## config.mk

```make
export PLATFORM = sky130hd
export DESIGN_NAME = instr_fetch_unit
export DESIGN_NICKNAME = d
export VERILOG_FILES = /design/src/rtl/toothless_pkg.sv /design/src/rtl/fetch_fifo.sv /design/src/rtl/instr_fetch_unit.sv
export SDC_FILE = /design/constraint.sdc
export NUM_CORES = 1
export LEC_CHECK = 0
export ABC_AREA = 1
export BUFFER_PORTS_ARGS = -buffer_cell sky130_fd_sc_hd__buf_2
export CORE_MARGIN = 2
export CORE_UTILIZATION = 30
export DETAILED_ROUTE_END_ITERATION = 8
export SLEW_MARGIN = 40
export SYNTH_ARGS = -nofsm -noshare
export SYNTH_HDL_FRONTEND = slang
export SYNTH_SLANG_ARGS = --single-unit
export TNS_END_PERCENT = 10
```

## constraint.sdc

```tcl
create_clock -name clk -period 5.92 [get_ports clk]
set_input_delay 0 -clock clk [delete_from_list [all_inputs] [get_ports clk]]
set_output_delay 0 -clock clk [all_outputs]
set_load 0.03 [all_outputs]
```

## src/rtl/toothless_pkg.sv

```systemverilog
// ---------------------------------------------------------------------------
// toothless_pkg
// Shared types and defaults for the instruction fetch unit.
//   fetch_state_e         : fetch state machine encoding (IDLE, RUN)
//   FETCH_FIFO_DEPTH      : default number of buffered instructions
//   FETCH_MAX_OUTSTANDING : default limit of granted-but-unanswered requests
//   FETCH_BOOT_ADDR       : default first fetch address after reset
// ---------------------------------------------------------------------------
package toothless_pkg;

  typedef enum logic {
    IDLE = 1'b0,
    RUN  = 1'b1
  } fetch_state_e;

  localparam int          FETCH_FIFO_DEPTH      = 4;
  localparam int          FETCH_MAX_OUTSTANDING = 2;
  localparam logic [31:0] FETCH_BOOT_ADDR       = 32'h0000_0000;

endpackage

```

## src/rtl/fetch_fifo.sv

```systemverilog
// ---------------------------------------------------------------------------
// fetch_fifo
// Synchronous FIFO with registered storage, synchronous flush and occupancy
// count. The head entry is always visible on head_data (no bypass path).
// Ports:
//   clk, rst_n   : clock, asynchronous active-low reset
//   flush        : empty the FIFO this cycle (wins over push/pop)
//   push         : write push_data at the tail
//   push_data    : data to write
//   pop          : remove the head entry
//   head_data    : current head entry
//   empty, full  : occupancy flags
//   count        : number of stored entries
// ---------------------------------------------------------------------------
module fetch_fifo #(
  parameter  int WIDTH = 8,
  parameter  int DEPTH = 4,
  localparam int PW    = (DEPTH > 1) ? $clog2(DEPTH) : 1,
  localparam int CW    = $clog2(DEPTH + 1)
) (
  input  logic             clk,
  input  logic             rst_n,
  input  logic             flush,
  input  logic             push,
  input  logic [WIDTH-1:0] push_data,
  input  logic             pop,
  output logic [WIDTH-1:0] head_data,
  output logic             empty,
  output logic             full,
  output logic [CW-1:0]    count
);

  logic [WIDTH-1:0] mem [DEPTH];
  logic [PW-1:0]    rd_ptr;
  logic [PW-1:0]    wr_ptr;
  logic             do_push;
  logic             do_pop;

  assign empty     = (count == '0);
  assign full      = (count == CW'(DEPTH));
  assign head_data = mem[rd_ptr];

  // A push into a full FIFO is accepted only when the head leaves in the
  // same cycle, so the count never exceeds DEPTH.
  assign do_pop  = pop & ~empty;
  assign do_push = push & (~full | do_pop);

  always_ff @(posedge clk or negedge rst_n) begin
    if (!rst_n) begin
      rd_ptr <= '0;
      wr_ptr <= '0;
      count  <= '0;
      for (int i = 0; i < DEPTH; i++) begin
        mem[i] <= '0;
      end
    end else if (flush) begin
      rd_ptr <= '0;
      wr_ptr <= '0;
      count  <= '0;
    end else begin
      if (do_push) begin
        mem[wr_ptr] <= push_data;
        wr_ptr      <= (wr_ptr == PW'(DEPTH - 1)) ? '0 : wr_ptr + PW'(1);
      end
      if (do_pop) begin
        rd_ptr <= (rd_ptr == PW'(DEPTH - 1)) ? '0 : rd_ptr + PW'(1);
      end
      count <= count + CW'(do_push) - CW'(do_pop);
    end
  end

endmodule

```

## src/rtl/instr_fetch_unit.sv

```systemverilog
// ---------------------------------------------------------------------------
// instr_fetch_unit
// Fetches sequential instruction words over a pipelined req/gnt/rvalid
// memory port, buffers them in a small FIFO and hands them to the
// fetch/decode/execute stage with a valid/ready handshake. A redirect
// flushes the buffer and discards every response still in flight.
// Optional feature macro: TOOTHLESS_FETCH_ERR_EN (adds mem_err_i and
// instr_err_o; an erroring response stops sequential fetch until redirect).
// Ports:
//   clk, rst_n                     : clock, asynchronous active-low reset
//   fetch_en_i                     : start / keep fetching
//   redirect_i, redirect_addr_i    : control transfer and its target
//   mem_req_o, mem_addr_o          : memory request and address
//   mem_gnt_i                      : request accepted this cycle
//   mem_rvalid_i, mem_rdata_i      : in-order memory response
//   instr_valid_o, instr_ready_i   : instruction handshake
//   instr_rdata_o, instr_addr_o    : head instruction and its address
//   busy_o                         : requests outstanding or buffer non-empty
// ---------------------------------------------------------------------------
module instr_fetch_unit
  import toothless_pkg::*;
#(
  parameter int                    ADDR_WIDTH      = 32,
  parameter int                    INSTR_WIDTH     = 32,
  parameter int                    FIFO_DEPTH      = FETCH_FIFO_DEPTH,
  parameter int                    MAX_OUTSTANDING = FETCH_MAX_OUTSTANDING,
  parameter logic [ADDR_WIDTH-1:0] BOOT_ADDR       = ADDR_WIDTH'(FETCH_BOOT_ADDR)
) (
  input  logic                   clk,
  input  logic                   rst_n,
  input  logic                   fetch_en_i,
  input  logic                   redirect_i,
  input  logic [ADDR_WIDTH-1:0]  redirect_addr_i,
  output logic                   mem_req_o,
  output logic [ADDR_WIDTH-1:0]  mem_addr_o,
  input  logic                   mem_gnt_i,
  input  logic                   mem_rvalid_i,
  input  logic [INSTR_WIDTH-1:0] mem_rdata_i,
  output logic                   instr_valid_o,
  input  logic                   instr_ready_i,
  output logic [INSTR_WIDTH-1:0] instr_rdata_o,
  output logic [ADDR_WIDTH-1:0]  instr_addr_o,
  output logic                   busy_o
`ifdef TOOTHLESS_FETCH_ERR_EN
  ,
  input  logic                   mem_err_i,
  output logic                   instr_err_o
`endif
);

`ifdef TOOTHLESS_FETCH_ERR_EN
  localparam int ERR_W = 1;
`else
  localparam int ERR_W = 0;
`endif
  localparam int EW  = ADDR_WIDTH + INSTR_WIDTH + ERR_W;
  localparam int FCW = $clog2(FIFO_DEPTH + 1);
  localparam int OCW = $clog2(MAX_OUTSTANDING + 1);

  fetch_state_e          state_q;
  fetch_state_e          state_d;
  logic [ADDR_WIDTH-1:0] fetch_addr;
  logic [ADDR_WIDTH-1:0] redirect_target;
  logic [OCW-1:0]        outstanding;
  logic [OCW-1:0]        discard;
  logic                  aq_empty;
  logic                  aq_full;
  logic [ADDR_WIDTH-1:0] rsp_addr;
  logic [FCW-1:0]        fifo_count;
  logic                  fifo_empty;
  logic                  fifo_full;
  logic [EW-1:0]         push_entry;
  logic [EW-1:0]         head_entry;
  logic                  grant;
  logic                  rsp_valid;
  logic                  keep_rsp;
  logic                  req_block;
  int                    space;

  // Targets are word aligned; masking (rather than slicing) keeps every
  // redirect address bit in use.
  assign redirect_target = redirect_addr_i & ~ADDR_WIDTH'(3);

  assign grant      = mem_req_o & mem_gnt_i;
  assign rsp_valid  = mem_rvalid_i & ~aq_empty;
  assign keep_rsp   = rsp_valid & (discard == '0) & ~redirect_i;
  assign mem_addr_o = fetch_addr;

  // Free buffer slots not yet promised to live in-flight responses.
  always_comb begin
    space = FIFO_DEPTH - int'(fifo_count) - int'(outstanding) + int'(discard);
  end

  // State register.
  always_ff @(posedge clk or negedge rst_n) begin
    if (!rst_n) begin
      state_q <= IDLE;
    end else begin
      state_q <= state_d;
    end
  end

  // Next state and request. An ungranted request keeps RUN alive so that
  // mem_req_o stays stable until the memory accepts it.
  always_comb begin
    state_d   = state_q;
    mem_req_o = 1'b0;
    case (state_q)
      IDLE: begin
        if (fetch_en_i) begin
          state_d = RUN;
        end
      end
      RUN: begin
        mem_req_o = (space > 0) && !aq_full && !fifo_full && !req_block;
        if (!fetch_en_i && !(mem_req_o && !mem_gnt_i)) begin
          state_d = IDLE;
        end
      end
      default: state_d = IDLE;
    endcase
  end

  // Fetch address: redirect overrides the sequential increment.
  always_ff @(posedge clk or negedge rst_n) begin
    if (!rst_n) begin
      fetch_addr <= BOOT_ADDR;
    end else if (redirect_i) begin
      fetch_addr <= redirect_target;
    end else if (grant) begin
      fetch_addr <= fetch_addr + ADDR_WIDTH'(4);
    end
  end

  // Every response still owed at a redirect (including one granted in the
  // redirect cycle) belongs to the abandoned path and is dropped.
  always_ff @(posedge clk or negedge rst_n) begin
    if (!rst_n) begin
      discard <= '0;
    end else if (redirect_i) begin
      discard <= outstanding + OCW'(grant) - OCW'(rsp_valid);
    end else if (rsp_valid && (discard != '0)) begin
      discard <= discard - OCW'(1);
    end
  end

`ifdef TOOTHLESS_FETCH_ERR_EN
  logic err_stop;

  // A faulting fetch halts sequential prefetch until the core redirects.
  always_ff @(posedge clk or negedge rst_n) begin
    if (!rst_n) begin
      err_stop <= 1'b0;
    end else if (redirect_i) begin
      err_stop <= 1'b0;
    end else if (keep_rsp && mem_err_i) begin
      err_stop <= 1'b1;
    end
  end

  assign req_block   = err_stop;
  assign push_entry  = {mem_err_i, rsp_addr, mem_rdata_i};
  assign instr_err_o = head_entry[EW-1];
`else
  assign req_block  = 1'b0;
  assign push_entry = {rsp_addr, mem_rdata_i};
`endif

  // Address queue: one entry per granted request, popped by every response
  // (kept or discarded), so its occupancy is the outstanding count.
  fetch_fifo #(
    .WIDTH (ADDR_WIDTH),
    .DEPTH (MAX_OUTSTANDING)
  ) u_addr_queue (
    .clk       (clk),
    .rst_n     (rst_n),
    .flush     (1'b0),
    .push      (grant),
    .push_data (fetch_addr),
    .pop       (rsp_valid),
    .head_data (rsp_addr),
    .empty     (aq_empty),
    .full      (aq_full),
    .count     (outstanding)
  );

  fetch_fifo #(
    .WIDTH (EW),
    .DEPTH (FIFO_DEPTH)
  ) u_instr_fifo (
    .clk       (clk),
    .rst_n     (rst_n),
    .flush     (redirect_i),
    .push      (keep_rsp),
    .push_data (push_entry),
    .pop       (instr_valid_o & instr_ready_i),
    .head_data (head_entry),
    .empty     (fifo_empty),
    .full      (fifo_full),
    .count     (fifo_count)
  );

  assign instr_valid_o = ~fifo_empty;
  assign instr_rdata_o = head_entry[INSTR_WIDTH-1:0];
  assign instr_addr_o  = head_entry[INSTR_WIDTH +: ADDR_WIDTH];
  assign busy_o        = ~aq_empty | ~fifo_empty;

endmodule

```

# Word-level counts from Yosys, hierarchy flattened
# Index checks and enable logic that the tools add are counted.
# classes
add_sub_neg	15
order_cmp	7
n_eq_ne	4
muxes	29
bitwise_logic	22
n_reduce_logical	21
# ops
op	count
bitwise mux 256 bit	1
2-to-1 mux 32 bit	6
2-to-1 mux 64 bit	3
binary-select mux 64 bit (select 2 bit)	1
demux 64 bit (select 2 bit)	1
bitwise mux 64 bit	1
adder 32 x 3 -> 32 bit, second input constant	1
demux 32 bit (select 1 bit)	1
2-to-1 mux 2 bit	8
nonzero test 2 bit	5
AND 1 bit	9
logical AND 1 bit	7
adder 5 x 3 -> 6 bit	1
== test 2 bit, second input constant	3
greater-or-equal comparator 3 bit, second input constant	2
greater-than comparator 6 x 1 -> 1 bit, second input constant	1
NOT 1 bit	6
NOT 2 -> 3 bit	2
zero test 1 bit	5
2-to-1 mux 1 bit	5
subtractor 4 x 3 -> 5 bit	1
adder 2 x 1 -> 2 bit	2
adder 2 x 1 -> 2 bit, second input constant	2
greater-or-equal comparator 2 bit, second input constant	2
other kinds (16)	22
# word_totals
reg_bits	366
inputBits	71
out_inout_bits	99
elab_cells	113

# Depth between registers and ports, before layout
# Gate-level depths: netlist of the first run.
# depth
depth_word	11
depth_mapped	19
ltp_nobuf	18

# Hierarchy
# A second synthesis of the first run with hierarchy kept.
# unflattened
cells_unflattened	2420
area_unflattened_um2	18351.4
# modules_own_cells
module	n_inst	cells_per_inst	area_each_um2	seq_area_each_um2
fetch_fifo (u_instr_fifo)	1	1501	11962.7	6581.3
fetch_fifo (u_addr_queue)	1	422	3365.7	1701.6
instr_fetch_unit	1	497	3022.9	825.8

# Least setup slack after synthesis of the first run
# No wires, ideal clock.
# synth_path
path_type	flip-flop to flip-flop
startpoint	register u_instr_fifo.count[1]
endpoint	register discard[1]
setup_ps	137
arrival_time_ps	2831
required_time_ps	5783
setup_slack_ps	2952
path_stages_with_launch	17
path_buffers	1
period_less_slack_ps	2968
path_cell_list	dfrtp_1 > inv_1 > ha_1 > inv_1 > fa_1 > fa_1 > inv_1 > nor2_1 > nand3_1 > a21oi_2 > nand2_2 > nand3_2 > buf_2 > inv_1 > ha_1 > xnor2_1 > o21ai_0
# synth_via
elab_chain_cells	11
elab_cells_between_ends	13
cone_classes	add/sub: 5; order compare: 1; eq/ne: 1; mux: 2; bitwise: 1; reduce/logical: 3
# synth_lines
item	line_no	source
start: declaration	fetch_fifo.sv:30	output logic [CW-1:0] count
start signal: assignment	fetch_fifo.sv:68	count <= count + CW'(do_push) - CW'(do_pop);
subtractor 3 x 3 -> 4 bit	instr_fetch_unit.sv:91	space = FIFO_DEPTH - int'(fifo_count) - int'(outstanding) + int'(discard);
subtractor 4 x 3 -> 5 bit	instr_fetch_unit.sv:91	
adder 5 x 3 -> 6 bit	instr_fetch_unit.sv:91	
greater-than comparator 6 x 1 -> 1 bit	instr_fetch_unit.sv:115	mem_req_o = (space > 0) && !aq_full && !fifo_full && !req_block;
logical AND 1 bit	instr_fetch_unit.sv:115	
logical AND 1 bit (*)	instr_fetch_unit.sv:115	
2-to-1 mux 1 bit (*)	instr_fetch_unit.sv:108	case (state_q)
AND 1 bit (*)	instr_fetch_unit.sv:84	assign grant = mem_req_o & mem_gnt_i;
adder 2 x 1 -> 2 bit (*)	instr_fetch_unit.sv:141	discard <= outstanding + OCW'(grant) - OCW'(rsp_valid);
subtractor 2 x 1 -> 2 bit (*)	instr_fetch_unit.sv:141	
2-to-1 mux 2 bit (*)	instr_fetch_unit.sv:140	end else if (redirect_i) begin
end signal: assignment	instr_fetch_unit.sv:141	
end signal: assignment	instr_fetch_unit.sv:143	discard <= discard - OCW'(1);
end: declaration	instr_fetch_unit.sv:65	logic [OCW-1:0] discard;
# Mark *: on every way between the ends. The rest lies on a longest branch, timed or not.
# A chain may end at the register's enable or synchronous reset.

# Worst setup path after layout of the first run
# layout_path
startpoint	register u_instr_fifo.count[1]
endpoint	register fetch_addr[7] (netlist: mem_addr_o[7])
# layout_via
elab_chain_cells	9
elab_cells_between_ends	11
cone_classes	add/sub: 3; order compare: 1; eq/ne: 1; mux: 1; bitwise: 1; reduce/logical: 4
# layout_lines
item	line_no	source
subtractor 3 x 3 -> 4 bit	instr_fetch_unit.sv:91	
subtractor 4 x 3 -> 5 bit	instr_fetch_unit.sv:91	
adder 5 x 3 -> 6 bit	instr_fetch_unit.sv:91	
greater-than comparator 6 x 1 -> 1 bit	instr_fetch_unit.sv:115	
logical AND 1 bit	instr_fetch_unit.sv:115	
logical AND 1 bit (*)	instr_fetch_unit.sv:115	
2-to-1 mux 1 bit (*)	instr_fetch_unit.sv:108	
AND 1 bit (*)	instr_fetch_unit.sv:84	
nonzero test 2 bit (no source line) (*)	--	
end signal: assignment	instr_fetch_unit.sv:129	fetch_addr <= redirect_target;
end signal: assignment	instr_fetch_unit.sv:131	fetch_addr <= fetch_addr + ADDR_WIDTH'(4);
end: declaration	instr_fetch_unit.sv:62	logic [ADDR_WIDTH-1:0] fetch_addr;
# Marks and branches as above.

==> results.json, run 1 <==
{
  "slew_viol_final": 0,
  "hold_path.class": "in -> async",
  "insertedDiodeCount": 0,
  "grt_pass1_wl_um": 84270,
  "post-route-min-period_ns": 3.638,
  "clockBufferDepth": 3,
  "num_rows": 88,
  "power_density_nw_per_um2": 511.7,
  "postLayoutCellArea_sq_um": 20860,
  "ioPinCount": 170,
  "postPlaceCellArea_sq_um": 18770,
  "detail-route-antenna-nets": 0,
  "ys.flop_type": "dfrtp_1",
  "peakVddDrop_v": 0.0002365,
  "die_w_um": 245.2,
  "end_kind": "register",
  "route.detailed.drc": 0,
  "insertion_delay_ns": 0.56,
  "cp_slowest_cell": "nand2_2",
  "hold_viol_final": 0,
  "cts-root-buf": "clkbuf_16",
  "layout_common_cells": "nand2_1, dfrtp_1, o21ai_0",
  "required_ns": 6.33,
  "ys_types": 36,
  "slowest_delay_ns": 0.57,
  "arrival_ns": 4.05,
  "r2r_cells": 14,
  "wl_per_cell_um": 16.82,
  "postCtsSetupBuffers": 0,
  "critPathBufInv": 3,
  "drive_above_1_share_pct": 12.73,
  "grt_pass1_vias": 15380,
  "cp_common_cell": "inv_1",
  "crit_fanout": 43,
  "finalNetCount": 2459,
  "grt_setup_unrepaired": "no",
  "die_area_sq_um": 60140,
  "path_class": "reg -> reg",
  "cap_violations": 0,
  "cts.sinks": 352,
  "r2r-end": "mem_addr_o[7]$_DFFE_PN0P_",
  "core_area_sq_um": 57590,
  "chipHeight_um": 245.2,
  "tritoncts": "yes",
  "worst_path_dominant_cell_family": "simple AND/OR/NAND/NOR gates",
  "slew_headroom_pct": 43.32,
  "netlist_area_sq_um": 17460,
  "min_period_over_period_pct": 61.46,
  "rr_startpoint": "u_instr_fifo.count[1]$_DFF_PN0_",
  "mostFrequentLayoutCell": "nand2_1",
  "tightest_slew_ns": 0.8501,
  "first_iter_violations": 1287,
  "cts.reportedPaths.clkPinSlew_ns": 0.06,
  "initial_core_util_pct": 30.32,
  "fin_worst_skew_ns": 0.01729,
  "tns_ns": 0,
  "antenna_found_initial": 0,
  "grt_max_degree": 117,
  "portBuffers": 163,
  "synthArstFlopShare_pct": 100.0,
  "grt_usage_pct": 17.63,
  "dr_total_vias": 15640,
  "fin_util_pct": 36.23,
  "worst_setup_path_start_kind": "register",
  "r2r_slack_ns": 2.28,
  "dp_hpwl_um": 31850,
  "syn_inst": 2215,
  "leakage_nw": 10.81,
  "drt_wl_total_um": 53180,
  "gr-total-overflow": 0,
  "synth_edf_count": 0,
  "finalSetupViolations": 0,
  "globalplace.congestion": 0.9693,
  "h-tree-depth": 2,
  "path_cells": "inv_1 -> ha_1 -> inv_1 -> fa_1 -> fa_1 -> inv_1 -> nor2_1 -> nand3_1 -> a21oi_2 -> nand2_2 -> nand3_2 -> nand2_2 -> nand2_1 -> o21ai_1",
  "cts_made_buffers": 41,
  "postSynthAreaPerCell_sq_um": 7.882,
  "ys_warn_count": 0,
  "yosys_register_bits": 352,
  "syn2layout_area_growth_pct": 19.50,
  "avgViaCountPerCell": 4.947,
  "outcome": "finished clean",
  "first_pass_iters": 5,
  "max_freq_mhz": 274.9,
  "seq_area_frac_synth_pct": 50.45
}
[stage by stage]
stage / power [W] / instances / hold slack [ns] / worst slack, ns
global route: 0.01144 / 3161 / 0.05955 / 1.901
finish: 0.01068 / 3161 / 0.02725 / 2.282
detailed placement: 0.008062 / 3019 / 0.04527 / 2.272
CTS: 0.01080 / 3161 / 0.03722 / 2.247
floorplan: 0.006653 / 2218 / -0.2956 / 2.952
global placement: 0.007930 / 3015 / 0.1711 / 2.262
[cell usage after synthesis, types with 2 or more instances]
cell type	n	share of area, %
a21oi_1	3	0.086
a31oi_1	3	0.11
buf_1	8	0.17
buf_2	35	1.0
buf_4	20	0.86
buf_6	11	0.71
clkbuf_1	72	1.5
clkbuf_2	3	0.086
clkinv_1	3	0.064
dfrtp_1	352	50
fa_1	3	0.34
ha_1	20	1.4
inv_1	73	1.6
inv_2	5	0.11
mux2_2	30	1.9
nand2_1	794	17
nand2_2	3	0.11
nand3_1	46	1.3
nand4_1	5	0.18
nand4_2	2	0.14
nor2_1	174	3.7
nor2_2	4	0.14
nor2_8	4	0.46
nor3_1	2	0.057
o21ai_0	287	8.2
o21ai_1	174	5.0
o22ai_1	62	2.2
xnor2_1	3	0.15
xor2_1	7	0.35
[registers in the layout, summed over array words and instances, names as in the netlist]
name	count
u_addr_queue.rd_ptr	1
discard	2
u_instr_fifo.rd_ptr	2
mem_addr_o	30
u_instr_fifo.count	3
u_instr_fifo.wr_ptr	2
u_instr_fifo.mem	248
u_addr_queue.wr_ptr	1
u_addr_queue.count	2
u_addr_queue.mem	60
state_q	1
[cells by family (layout without fill, tap and decap cells)]
kind of cell / count (synthesis) / in the layout / synth area share (%)
fa+ha+maj: 23 / 23 / 1.777
other cells: 1 / 4 / 0.02148
xor+xnor: 10 / 10 / 0.5017
mux: 30 / 30 / 1.935
simple gates: 1036 / 1036 / 23.33
buf+inv: 231 / 409 / 6.206
compound gates: 532 / 532 / 15.77
flops: 352 / 352 / 50.45
[worst max path at each step]
| stage | from | end | slack, ns | cells past startpoint |
|---|---|---|---|---|
| global placement | u_instr_fifo.count[1]$_DFF_PN0_ | mem_addr_o[27]$_DFFE_PN0P_ | 2.26 | 14 |
| global route | u_instr_fifo.count[1]$_DFF_PN0_ | mem_addr_o[7]$_DFFE_PN0P_ | 1.90 | 14 |
| floorplan | u_instr_fifo.count[1]$_DFF_PN0_ | discard[1]$_DFFE_PN0P_ | 2.95 | 16 |
| finish | u_instr_fifo.count[1]$_DFF_PN0_ | mem_addr_o[7]$_DFFE_PN0P_ | 2.28 | 14 |
| CTS | u_instr_fifo.count[1]$_DFF_PN0_ | mem_addr_o[7]$_DFFE_PN0P_ | 2.25 | 14 |
| detailed placement | u_instr_fifo.count[1]$_DFF_PN0_ | mem_addr_o[9]$_DFFE_PN0P_ | 2.27 | 14 |
[worst register-to-register path: cells and delay by family (launching register included)]
kind / cells / cell delay (ns)
buf+inv: 3 / 0.24
compound gates: 2 / 0.23
flops: 1 / 0.35
fa+ha+maj: 3 / 1.25
simple gates: 6 / 1.41
[routing by layer]
layer,wire length [um],vias up,GRT usage (%)
li1,-,7515,-
met1,23210,7519,23.34
met2,25360,514,29.04
met3,3263,90,2.952
met4,1345,0,6.151
met5,0,-,0
[report_power, final]
part	internal [W]	total, W	switching, W
combinational	0.00133	0.00444	0.00311
sequential	0.00310	0.00359	0.000488
clock	0.00162	0.00265	0.00103
[cell type report]
class                           count  area (sq um)
Sequential cell                   352          8813
Tap cell                          765         957.2
Clock buffer                       60          1200
Fill cell                        5969         36720
Timing Repair Buffer              254          1788
Multi-Input combinational cell   1635          7592
Clock inverter                     14         202.7
Inverter                           81         310.3
[what timing repair did]
action	in CTS	in global routing
hold buffers	68	0
hold endpoints to repair	474	0
resized for setup	0	0
No activity file was read; power rests on OpenSTA's default activity.
==> run 2: changes to the inputs <==
==> constraint.sdc (replaced) <==
create_clock -name clk -period 3.13 [get_ports clk]
set_input_delay 0 -clock clk [delete_from_list [all_inputs] [get_ports clk]]
set_output_delay 0 -clock clk [all_outputs]
set_load 0.03 [all_outputs]
==> run 2 against run 1 <==
  * Total power up 88%
  * Combinational power up 95%
  * Die area unchanged
  * Routed wire length up 0.72%
  * Largest power group unchanged
  * Critical path type unchanged
  * Cell count up 0.73%
  * Design area up 1.2%
  * Sequential cell count unchanged
  * Critical path depth down 1
  * Critical endpoint is now state_q$_DFF_PN0_
  * Utilization up 0.45 points
  * Sequential power up 89%
==> results.json, run 2 (synthesis gave the netlist of run 1 again) <==
{
  "grt_use_met1_pct": 23.75,
  "finalNetCount": 2485,
  "fin_worst_skew_ns": 0.01293,
  "globalplace.congestion": 0.9544,
  "fin_ws_ns": 0.1839,
  "detail-route-antenna-nets": 0,
  "r2r_slack_ns": 0.18,
  "layout_common_cells": "nand2_1, dfrtp_1, o21ai_0",
  "ioPinCount": 170,
  "arrival_ns": 3.36,
  "grt_pass1_vias": 15460,
  "leakage_nw": 10.94,
  "die_w_um": 245.2,
  "chipHeight_um": 245.2,
  "syn2layout_area_growth_pct": 20.98,
  "power_frac_clock_pct": 23.2,
  "gr-total-overflow": 0,
  "regMostFlops": "u_instr_fifo.mem",
  "clockBufferDepth": 3,
  "grt_pass1_wl_um": 85760,
  "slew_viol_final": 0,
  "hold_viol_final": 0,
  "drive_above_1_share_pct": 13.52,
  "path_class": "reg -> reg",
  "worst_setup_path_start_kind": "register",
  "outcome": "finished clean",
  "initial_core_util_pct": 30.32,
  "end_kind": "register",
  "pwr-share-seq_pct": 33.7,
  "grt_setup_unrepaired": "no",
  "finalPower_w": 0.02011,
  "tritoncts": "yes",
  "largest_reg_flops": 248,
  "cts-root-buf": "clkbuf_16",
  "core_area_sq_um": 57590,
  "first_iter_violations": 1099,
  "first_pass_iters": 5,
  "route.detailed.drc": 0,
  "portBuffers": 163,
  "hold_path.class": "in -> async",
  "min_period_over_period_pct": 94.13,
  "grt_busiest_layer": "met2",
  "dp_hpwl_um": 33800,
  "finalSetupViolations": 0,
  "use_met2_pct": 28.79,
  "slew_headroom_pct": 42.36,
  "insertion_delay_ns": 0.54,
  "dr_total_vias": 15680,
  "post-route-min-period_ns": 2.946,
  "cts.sinks": 352,
  "cts_made_buffers": 39,
  "num_rows": 88,
  "intPower_w": 0.01134,
  "grt_usage_pct": 17.74,
  "required_ns": 3.55,
  "netSwitchingFraction_pct": 43.64,
  "grt_use_met3_pct": 3.258,
  "comb_power_share_pct": 43.1,
  "tns_ns": 0,
  "die_area_sq_um": 60140,
  "h-tree-depth": 2,
  "cap_violations": 0,
  "peakVddDrop_v": 0.0004183,
  "drt_wl_total_um": 53560,
  "r2r_cells": 13,
  "crit_fanout": 4,
  "mostFrequentLayoutCell": "nand2_1",
  "cts.reportedPaths.clkPinSlew_ns": 0.06,
  "antenna_found_initial": 0,
  "wl_per_cell_um": 16.82,
  "max_freq_mhz": 339.4,
  "grt_max_degree": 126,
  "tightest_slew_ns": 0.8646,
  "place_ws_ns": 0.2219,
  "power_density_nw_per_um2": 952.2,
  "fin_hold_ws_ns": 0.1351,
  "avgViaCountPerCell": 4.923,
  "final.fill_count": 5945,
  "switchingPower_w": 0.008778
}
[run 2: final cells by class]
type / count / area, sq um / share of cell area, %
Sequential cell: 352 / 8813 / 41.72
Multi-Input combinational cell: 1635 / 7600 / 35.98
Timing Repair Buffer: 282 / 2162 / 10.24
Clock buffer: 57 / 1146 / 5.426
Tap cell: 765 / 957.2 / 4.531
Inverter: 81 / 305.3 / 1.445
Clock inverter: 11 / 136.4 / 0.6457
Antenna cell: 1 / 2.502 / 0.01185
[run 2: metrics by stage]
| stage | cell area (sq um) | instances | util, % |
|---|---|---|---|
| 6_report | 21120 | 3184 | 36.68 |
| 5_1_grt | 21120 | 3183 | 36.68 |
| 4_1_cts | 21110 | 3182 | 36.65 |
| 3_5_place_dp | 19110 | 3044 | 33.19 |
| 3_3_place_gp | 19080 | 3043 | 33.14 |
| 2_1_floorplan | 17470 | 2218 | - |
[run 2: timing repair]
action / 4_1_cts / 5_1_grt
gates resized for setup: 0 / 2
buffers inserted: 0 / 1
setup endpoints to repair: 0 / 3
hold buffers: 70 / 0
endpoints found under the hold margin: 497 / 0
[run 2: worst paths after layout]
check,start,endpoint
worst max-delay path,u_instr_fifo.count[1]$_DFF_PN0_,state_q$_DFF_PN0_
worst min-delay path,rst_n,u_instr_fifo.mem[138]$_DFFE_PN0P_
worst max register to register,u_instr_fifo.count[1]$_DFF_PN0_,state_q$_DFF_PN0_
worst min register to register,u_instr_fifo.mem[88]$_DFFE_PN0P_,u_instr_fifo.mem[88]$_DFFE_PN0P_
max in group asynchronous,rst_n,u_addr_queue.mem[58]$_DFFE_PN0P_
min in group clk,mem_rdata_i[13],u_instr_fifo.mem[141]$_DFFE_PN0P_
[run 2: metal layers]
layer	wire, um	part of all wire, %
met1	23410	44
met2	25240	47
met3	3596	6.7
met4	1318	2.5
met5	0	0
[run 2: power groups by stage]
stage                     Sequential [W]  Combinational [W]  Clock [W]
after global routing             0.00695            0.00964    0.00497
after global placement           0.00677            0.00848          0
final                            0.00677            0.00868    0.00466
after detailed placement         0.00685            0.00864          0
after floorplan                  0.00686            0.00572          0
after CTS                        0.00677            0.00875    0.00477
[run 2: worst max-delay path, stage by stage (launching register included)]
cell and delay, ns:
dfrtp_1 0.34, inv_2 0.04, ha_1 0.26, inv_1 0.05
fa_1 0.49, fa_1 0.50, inv_1 0.04, nor2_1 0.08
nand3_1 0.09, a21oi_2 0.14, nand2_2 0.12, nand2_1 0.08
o21bai_1 0.06, dlygate4sd3_1 0.55
==> run 3: changes to the inputs <==
--- a/config.mk
+++ b/config.mk
@@ -5,11 +5,11 @@
 export SDC_FILE = /design/constraint.sdc
 export NUM_CORES = 1
 export LEC_CHECK = 0
-export ABC_AREA = 1
 export BUFFER_PORTS_ARGS = -buffer_cell sky130_fd_sc_hd__buf_2
 export CORE_MARGIN = 2
-export CORE_UTILIZATION = 30
+export CORE_UTILIZATION = 45
 export DETAILED_ROUTE_END_ITERATION = 8
+export PLACE_DENSITY = 0.66
 export SLEW_MARGIN = 40
 export SYNTH_ARGS = -nofsm -noshare
 export SYNTH_HDL_FRONTEND = slang
==> run 3 against run 2 <==
  * The flow now finishes with violations (negative setup slack)
  * Clock power down 4.7%
  * Register-to-register slack worse by 0.27 ns
  * Worst hold slack lost 0.12 ns
  * Combinational power shrank 5.6%
  * Critical path type unchanged
  * Largest cell class unchanged
  * Highest routed layer unchanged
==> results.json, run 3 <==
{
  "syn2layout_area_growth_pct": 25.04,
  "drt_wl_total_um": 37270,
  "die_w_um": 191.9,
  "fin_worst_skew_ns": 0.01613,
  "postPlaceCellArea_sq_um": 17410,
  "synthTopCellsByCount": "dfrtp_1, mux2_2, nor2_1, a21oi_1, mux4_2",
  "post-route-min-period_ns": 3.219,
  "ys_types": 48,
  "max_freq_mhz": 310.7,
  "netlist_area_sq_um": 15880,
  "r2r-end": "u_addr_queue.mem[37]$_DFFE_PN0P_",
  "rr_startpoint": "u_instr_fifo.count[1]$_DFF_PN0_",
  "regMostFlops": "u_instr_fifo.mem",
  "outcome": "finished with violations",
  "ioPinCount": 170,
  "avgViaCountPerCell": 5.423,
  "drive_above_1_share_pct": 36.73,
  "layout_common_cells": "dfrtp_1, buf_2, mux2_2",
  "core_area_sq_um": 34630,
  "synthArstFlopShare_pct": 100.0,
  "cap_violations": 0,
  "leakage_nw": 9.199,
  "tritoncts": "yes",
  "antenna_found_initial": 0,
  "min_period_over_period_pct": 102.8,
  "cts-root-buf": "clkbuf_16",
  "netlist.area_leader.share_pct": 55.46,
  "ys_warn_count": 0,
  "postLayoutCellArea_sq_um": 19860,
  "gr-total-overflow": 0,
  "hold_path.class": "in -> async",
  "wl_per_cell_um": 19.14,
  "insertion_delay_ns": 0.52,
  "crit_fanout": 8,
  "chipHeight_um": 191.9,
  "insertedDiodeCount": 0,
  "first_iter_violations": 432,
  "synth_edf_count": 0,
  "worst_setup_path_start_kind": "register",
  "grt_pass1_wl_um": 60300,
  "ys.flop_type": "dfrtp_1",
  "fin_ws_ns": -0.08904,
  "h-tree-depth": 2,
  "arrival_ns": 3.62,
  "dp_hpwl_um": 23720,
  "largest_reg_flops": 248,
  "portBuffers": 163,
  "fin_util_pct": 57.35,
  "grt_setup_unrepaired": "yes",
  "yosys_register_bits": 352,
  "mostFrequentLayoutCell": "dfrtp_1",
  "tightest_slew_ns": 0.6824,
  "yosysTopAreaCell": "dfrtp_1",
  "cts_made_buffers": 40,
  "crit_start": "u_instr_fifo.count[1]$_DFF_PN0_",
  "route.detailed.drc": 0,
  "final.fill_count": 2780,
  "first_pass_iters": 5,
  "finalSetupViolations": 62,
  "cts.reportedPaths.clkPinSlew_ns": 0.06,
  "slew_viol_final": 0,
  "slew_headroom_pct": 54.13,
  "dr_total_vias": 10560,
  "stdcell_count": 1947,
  "finalNetCount": 1562,
  "path_class": "reg -> reg",
  "syn_inst": 1222,
  "grt_max_degree": 81,
  "r2r_cells": 12,
  "place_ws_ns": -0.06454,
  "num_rows": 68,
  "end_kind": "register",
  "synth.most_common_cell": "dfrtp_1",
  "postSynthAreaPerCell_sq_um": 13.00,
  "peakVddDrop_v": 0.0008681,
  "clockBufferDepth": 3,
  "initial_core_util_pct": 45.87,
  "cts.sinks": 352,
  "power_density_nw_per_um2": 984.8,
  "synth_area_leaders": "dfrtp_1, mux2_2, mux4_2, mux2_1, a21oi_1",
  "seq_area_frac_synth_pct": 55.46,
  "globalplace.congestion": 0.8193,
  "grt_usage_pct": 20.79,
  "violations": "negative setup slack",
  "detail-route-antenna-nets": 0,
  "required_ns": 3.53,
  "grt_pass1_vias": 11250,
  "hold_viol_final": 0,
  "r2r_slack_ns": -0.09,
  "finalPower_w": 0.01956,
  "die_area_sq_um": 36810,
  "dp.cells": 1804
}
## run 3: cell count changes after synthesis, sizes merged, moves of 35 or more
cell	previous run	this run
mux2i	0	35
o22ai	62	1
a21oi	4	122
o21ai	462	25
nand2	797	43
mux2	30	192
inv	78	27
mux4	0	62
nor2	182	130
clkbuf	75	24
## run 3: per-layer routing
metal / vias to the layer above / part of all wire [%] / GRT usage [%]
met5: - / 0 / 0
met4: 0 / 1.3 / 4.941
met3: 47 / 4.7 / 3.526
met2: 250 / 49 / 34.39
met1: 5438 / 45 / 28.73
li1: 4824 / - / -
## run 3: worst max-delay path by stage
stage	slack, ns	cells after the start	end
final	-0.09	12	u_addr_queue.mem[37]$_DFFE_PN0P_
after global routing	-0.20	12	u_addr_queue.mem[37]$_DFFE_PN0P_
after CTS	-0.06	12	u_addr_queue.mem[59]$_DFFE_PN0P_
after detailed placement	-0.06	12	u_addr_queue.mem[3]$_DFFE_PN0P_
after global placement	-0.01	12	u_addr_queue.mem[27]$_DFFE_PN0P_
after floorplan	-0.02	12	u_addr_queue.mem[34]$_DFFE_PN0P_
## run 3: cell type report
type / instances / area, sq um / share of cell area (%)
Timing Repair Buffer: 285 / 2241 / 11.28
Inverter: 28 / 110.1 / 0.5544
Multi-Input combinational cell: 761 / 6882 / 34.65
Sequential cell: 352 / 8817 / 44.40
Clock inverter: 11 / 111.4 / 0.5607
Tap cell: 455 / 569.3 / 2.867
Clock buffer: 55 / 1129 / 5.683
## run 3: critical path: stages, from the launching register on
cell,delay (ns)
dfrtp_1,0.35
inv_2,0.06
ha_4,0.25
inv_2,0.03
fa_1,0.48
fa_2,0.39
nor3b_2,0.17
o2111a_1,0.26
or3_4,0.40
clkinv_4,0.08
nand2b_4,0.13
buf_16,0.19
mux2_1,0.31
## run 3: timing repair
action,CTS,global route
hold buffers,67,0
resized for setup,50,27
cloned,5,1
pin swaps,9,4
hold endpoints to repair,294,0
setup buffers,4,0
endpoints found under the setup margin,64,94
## run 3: kinds of logic after synthesis
| group | count (synthesis) | synth area share [%] |
|---|---|---|
| other | 1 | 0.02361 |
| AO/OA/AOI/OAI | 155 | 5.073 |
| multiplexers | 289 | 24.61 |
| XOR/XNOR | 37 | 2.040 |
| AND/OR/NAND/NOR | 253 | 7.437 |
| flip-flops | 352 | 55.46 |
| buffers and inverters | 112 | 3.403 |
| adder cells (fa/ha/maj) | 23 | 1.954 |
## run 3: through the flow
stage                     hold WS [ns]  setup TNS, ns
after CTS                     0.005174         -2.053
after floorplan                -0.2956        -0.6862
final                          0.01814         -3.753
after global placement         0.03247        -0.3886
after detailed placement       0.03255         -2.312
after global routing           0.05791         -12.08
## run 3: where the power goes
part | total, W | switching [W] | internal [W]
logic | 0.00819 | 0.00453 | 0.00366
clock network | 0.00444 | 0.00177 | 0.00267
registers | 0.00692 | 0.000998 | 0.00592
total | 0.0196 | 0.00730 | 0.0123
